==> src/rtl/pll_frac_divider.sv <==
// Multi-channel fractional clock synthesiser: each channel toggles CLK_out on
// every phase-accumulator wrap, with shadowed reconfiguration and a lock flag.
module pll_frac_divider #(
  parameter int CH           = 2,
  parameter int MW           = 4,
  parameter int NW           = 4,
  parameter int DEF_M        = 3,
  parameter int DEF_N        = 10,
  parameter int LOCK_PERIODS = 4
) (
  input  logic             CLK_exit,
  input  logic             rst_n,
  input  logic [CH-1:0]    ch_en,
  input  logic [CH*MW-1:0] cfg_M,
  input  logic [CH*NW-1:0] cfg_N,
  input  logic [CH-1:0]    cfg_load,
  output logic [CH-1:0]    CLK_out,
  output logic [CH-1:0]    tick,
  output logic [CH-1:0]    pend,
  output logic [CH-1:0]    cfg_err,
  output logic [CH-1:0]    lock
);

  localparam int AW = NW + 1;
  localparam int CW = $clog2(LOCK_PERIODS + 1);

  typedef enum logic [1:0] {IDLE, RUN, DRAIN} state_t;

  for (genvar g = 0; g < CH; g++) begin : g_ch
    state_t          st;
    logic [MW-1:0]   m_in, m_act, m_pnd;
    logic [NW-1:0]   n_in, n_act, n_pnd;
    logic [AW-1:0]   acc, s;
    logic [CW-1:0]   cnt;
    logic            clk_q, tick_q, pend_q, err_q;
    logic            wrap, fall, load_ok, ld;

    assign m_in    = cfg_M[g*MW +: MW];
    assign n_in    = cfg_N[g*NW +: NW];
    assign load_ok = (m_in != '0) && (n_in != '0) && (AW'(m_in) <= AW'(n_in));
    assign ld      = cfg_load[g] & load_ok;
    assign s       = acc + AW'(m_act);
    assign wrap    = (s >= AW'(n_act));
    // Only a high-to-low wrap may apply a pending config or count a period.
    assign fall    = wrap & clk_q;

    always_ff @(posedge CLK_exit or negedge rst_n) begin
      if (!rst_n) begin
        st     <= IDLE;
        acc    <= '0;
        cnt    <= '0;
        clk_q  <= 1'b0;
        tick_q <= 1'b0;
        pend_q <= 1'b0;
        err_q  <= 1'b0;
        m_act  <= MW'(DEF_M);
        n_act  <= NW'(DEF_N);
        m_pnd  <= MW'(DEF_M);
        n_pnd  <= NW'(DEF_N);
      end else begin
        tick_q <= 1'b0;
        err_q  <= cfg_load[g] & ~load_ok;
        if (ld) begin
          m_pnd  <= m_in;
          n_pnd  <= n_in;
          pend_q <= 1'b1;
        end
        case (st)
          IDLE: begin
            acc   <= '0;
            clk_q <= 1'b0;
            cnt   <= '0;
            if (pend_q) begin
              m_act <= m_pnd;
              n_act <= n_pnd;
              if (!ld) pend_q <= 1'b0;
            end
            if (ch_en[g]) st <= RUN;
          end
          default: begin
            if (st == RUN && !ch_en[g] && !clk_q) begin
              st  <= IDLE;
              acc <= '0;
              cnt <= '0;
            end else begin
              st  <= ch_en[g] ? RUN : DRAIN;
              acc <= wrap ? (s - AW'(n_act)) : s;
              if (wrap) begin
                clk_q  <= ~clk_q;
                tick_q <= 1'b1;
              end
              if (fall && pend_q) begin
                m_act <= m_pnd;
                n_act <= n_pnd;
                acc   <= '0;
                if (!ld) pend_q <= 1'b0;
              end
              // Draining finishes the high phase, then parks the channel.
              if (fall && !ch_en[g]) begin
                st  <= IDLE;
                acc <= '0;
              end
              if (!ch_en[g] || st != RUN || (fall && pend_q))
                cnt <= '0;
              else if (fall && cnt != CW'(LOCK_PERIODS))
                cnt <= cnt + CW'(1);
            end
          end
        endcase
      end
    end

    assign CLK_out[g] = clk_q;
    assign tick[g]    = tick_q;
    assign pend[g]    = pend_q;
    assign cfg_err[g] = err_q;
    assign lock[g]    = (cnt == CW'(LOCK_PERIODS));
  end

endmodule

==> config.mk <==
export PLATFORM = sky130hd
export DESIGN_NAME = pll_frac_divider
export DESIGN_NICKNAME = d
export VERILOG_FILES = /design/src/rtl/pll_frac_divider.sv
export SDC_FILE = /design/constraint.sdc
export NUM_CORES = 1
export LEC_CHECK = 0
export ABC_AREA = 1
export BUFFER_PORTS_ARGS = -buffer_cell sky130_fd_sc_hd__clkbuf_2
export CORE_MARGIN = 1
export CORE_UTILIZATION = 54
export DETAILED_ROUTE_END_ITERATION = 7
export GPL_TIMING_DRIVEN = 0
export PLACE_DENSITY = 0.74
export SETUP_SLACK_MARGIN = 0.05
export SYNTH_ARGS = -nofsm -noshare
export SYNTH_HDL_FRONTEND = slang
export SYNTH_SLANG_ARGS = --single-unit
==> constraint.sdc <==
create_clock -name CLK_exit -period 2.7 [get_ports CLK_exit]
set_clock_uncertainty 0.05 [all_clocks]
set_input_delay 0.135 -clock CLK_exit [delete_from_list [all_inputs] [get_ports CLK_exit]]
set_output_delay 0.135 -clock CLK_exit [all_outputs]
set_load 0.01 [all_outputs]
==> metrics <==
worst setup margin=147 ps; Worst EP required=2870 ps; P per Cell Area=1300 mW/mm^2; CP max stage delay=550 ps; register area share after synthesis=0.424; vias in the first global route=2820; Synth warnings=0; Synth Area per Inst=8.29 sq um; clock-pin slew on the worst setup and hold paths=80 ps; routability congestion estimate=0.854; largest net degree at the start of global routing=61; max cap viols=0; CTS HTree Levels=3; drt wl/cell=12.4 microns; class of the worst hold path=input pin to flip-flop; Post-Synthesis Cell Area=0.00359 sq mm; Arr. time, crit path=2730 ps; row cnt=29; chip height=83.5 microns; top-count cell post-synth=nand2_1; EDFF count, synth=0; Slew headroom=0.456; status=completed; layout cells sized above 1=0.236; Setup TNS Final=0 ps; vias post-DR=2915; first-pass GRT wire length=12100 microns; dominant cells by area after synthesis=dfrtp_1 (31%), nand2_1 (12%), dfstp_2 (12%); Leak Pwr=2.30 nW; unrepaired setup endpoints after global routing=no; Synth Register Bits=60; minimum setup slack after placement=-18.7 ps; P&R area growth vs syn=20.8%; First-pass DRT Iterations=4; buffers added on ports=29; Cell Area, Placed=0.00383 sq mm; crit path kind=flip-flop to flip-flop; final max-slew violation count=0; IO Count=32; Worst setup EP type=flip-flop; final setup vio count=0; # DRC=0; fin crit share=0.946; Critical-path top delay cell=dfstp_2; clock tree root driver cell=clkbuf_8; area leader, netlist=dfrtp_1; largest family of logic cells by synthesized area=simple AND/OR/NAND/NOR gates; Clock Path Buffers=2; Starting Density=0.562; minimum clock period=2550 ps; Peak supply drop=818 uV; CORE AREA=0.00639 sq mm; critical-path cell list=ha_2 -> fa_2 -> ha_4 -> nand2_1 -> nor2_2 -> nor2_2 -> nand3_4 -> nand2_4 -> nand2_2 -> buf_8 -> nand2_4 -> nand3_1 -> nand2_1; Achievable Freq=392 MHz; actual slew at the worst max-slew pin=816 ps; TritonCTS Buffers=9; initial antenna violation count=0; GR Overflow Total=0; Post-Syn Instances=433; final hold viol count=0; Sinks on Clock Net=60; Die X=83.5 microns; worst skew pair latency=340 ps; fillers=507; Synth cell types=33; Critical Path Start Type=flip-flop; Design Area, Final=0.00434 sq mm; CP top delay family=adder cells; Post-Synth Adder-Cell Area=0.120; Synth Area in Simple Gates=0.301; most instantiated cells after synthesis=nand2_1 (116), inv_1 (51), dfrtp_1 (44), nand3_1 (44); area of the die=0.00698 sq mm; Critical Path Fanout Max=10; Antenna Cells=0; Initial DRC Count=152; vias per cell=5.12; net count after synthesis=487; DRT antenna net count=0; HPWL reported at the end of detailed placement=4910 microns; CTS tree=done; fraction of registers with async set/reset=1.00; Compound-Gate Fraction of Synth Area=0.0439; GRT Total Usage=0.215; overall power=5.63 mW; XOR/XNOR share of the synthesized area=0.0195; fin nets=541; Synth top area share=0.307; mux contribution to synthesized area=0; Synth Flop Type=dfrtp_1; Routed Wire Length=7040 microns; fin util=0.679; Crit path buffers/inverters=1
registers in the layout (all words and copies together) (netlist names):
name and cells:
g_ch.acc 10, g_ch.m_act 8, g_ch.m_pnd 8, g_ch.n_act 8
g_ch.n_pnd 8, g_ch.cnt 6, g_ch.st 4, g_ch.clk_q 2
g_ch.err_q 2, g_ch.pend_q 2, g_ch.tick_q 2
area by class of cell:
cell class | instances | area [sq um] | area share
flip-flops and latches | 60 | 1520 | 0.351
plain buffers | 20 | 141 | 0.0326
repair buffers | 43 | 278 | 0.0640
multi-input cells | 300 | 1910 | 0.440
well taps | 77 | 96.3 | 0.0222
clock buffers | 10 | 128 | 0.0294
inverters | 53 | 199 | 0.0458
clock inverters | 6 | 65.1 | 0.0150
cells in the final DEF, fill, tap and decap left out, types with 3 or more instances in the layout:
cell / synthesis / final
dlygate4sd3_1: 0 / 11
or2_2: 3 / 3
nand3_2: 4 / 3
nand2_4: 3 / 4
buf_4: 10 / 10
clkbuf_1: 4 / 5
buf_6: 2 / 3
nand3_1: 44 / 44
nor2_1: 28 / 26
nor4_1: 4 / 4
nand2_1: 116 / 111
buf_2: 2 / 3
o21ai_0: 9 / 9
xor2_1: 7 / 4
a21oi_1: 10 / 9
inv_1: 51 / 51
nand2_2: 5 / 9
nor3_1: 4 / 4
ha_1: 28 / 20
clkbuf_2: 0 / 28
nand4_1: 17 / 17
clkbuf_8: 0 / 9
dfstp_2: 16 / 16
ha_4: 0 / 7
dfrtp_1: 44 / 44
path summary, 6_finish.rpt:
path                                         startpoint                            to  slack, ps  cells after the start
max reg2reg                g_ch[1].m_act[0]$_DFFE_PN1P_    g_ch[1].cnt[1]$_DFFE_PN0P_        150                     13
min reg2reg                g_ch[0].m_pnd[1]$_DFFE_PN1P_  g_ch[0].m_pnd[1]$_DFFE_PN1P_        410                      2
min in group asynchronous                         rst_n      g_ch[1].acc[4]$_DFF_PN0_        400                      2
max in group asynchronous                         rst_n  g_ch[0].n_act[2]$_DFFE_PN0P_       1660                      2
min                                            cfg_M[7]  g_ch[1].m_pnd[3]$_DFFE_PN0P_         10                      3
max                        g_ch[1].m_act[0]$_DFFE_PN1P_    g_ch[1].cnt[1]$_DFFE_PN0P_        150                     13
worst reg2reg max path: cells and delay by family (launching register included):
kind | cells | cell delay (ps)
adder cells (fa/ha/maj) | 3 | 980
buffers and inverters | 1 | 140
flip-flops | 1 | 550
AND/OR/NAND/NOR | 9 | 720
metal layers:
| layer | track usage | part of all wire |
|---|---|---|
| met5 | 0 | 0 |
| met4 | 0.0955 | 0.014 |
| met3 | 0.0297 | 0.026 |
| met2 | 0.359 | 0.48 |
| met1 | 0.281 | 0.48 |
cells by family (layout without fill, tap and decap cells):
group	after synthesis	after routing
AOI/OAI and AO/OA	27	27
xor gates and xnor gates	8	8
buffers and inverters	73	132
adders and majority gates	32	32
DFF	60	60
and+or+nand+nor	233	233
metrics by stage:
step	cells	hold slack, ps
final	569	10.8
after CTS	566	3.48
after global placement	539	282
after floorplan	433	-211
after detailed placement	539	259
after global routing	569	26.9
where the power goes:
part	switching, mW	internal (mW)
Clock	0.362	0.426
Sequential	0.214	1.24
Combinational	1.92	1.47
Total	2.49	3.14
repair_timing:
action,4_1_cts,5_1_grt
pin swaps,1,4
buffers inserted,0,2
gates resized for setup,5,27
endpoints found under the setup margin,29,34
hold buffers,11,0
gates cloned,0,1
endpoints found under the hold margin,56,0
Power figures use the tool's default switching activity.
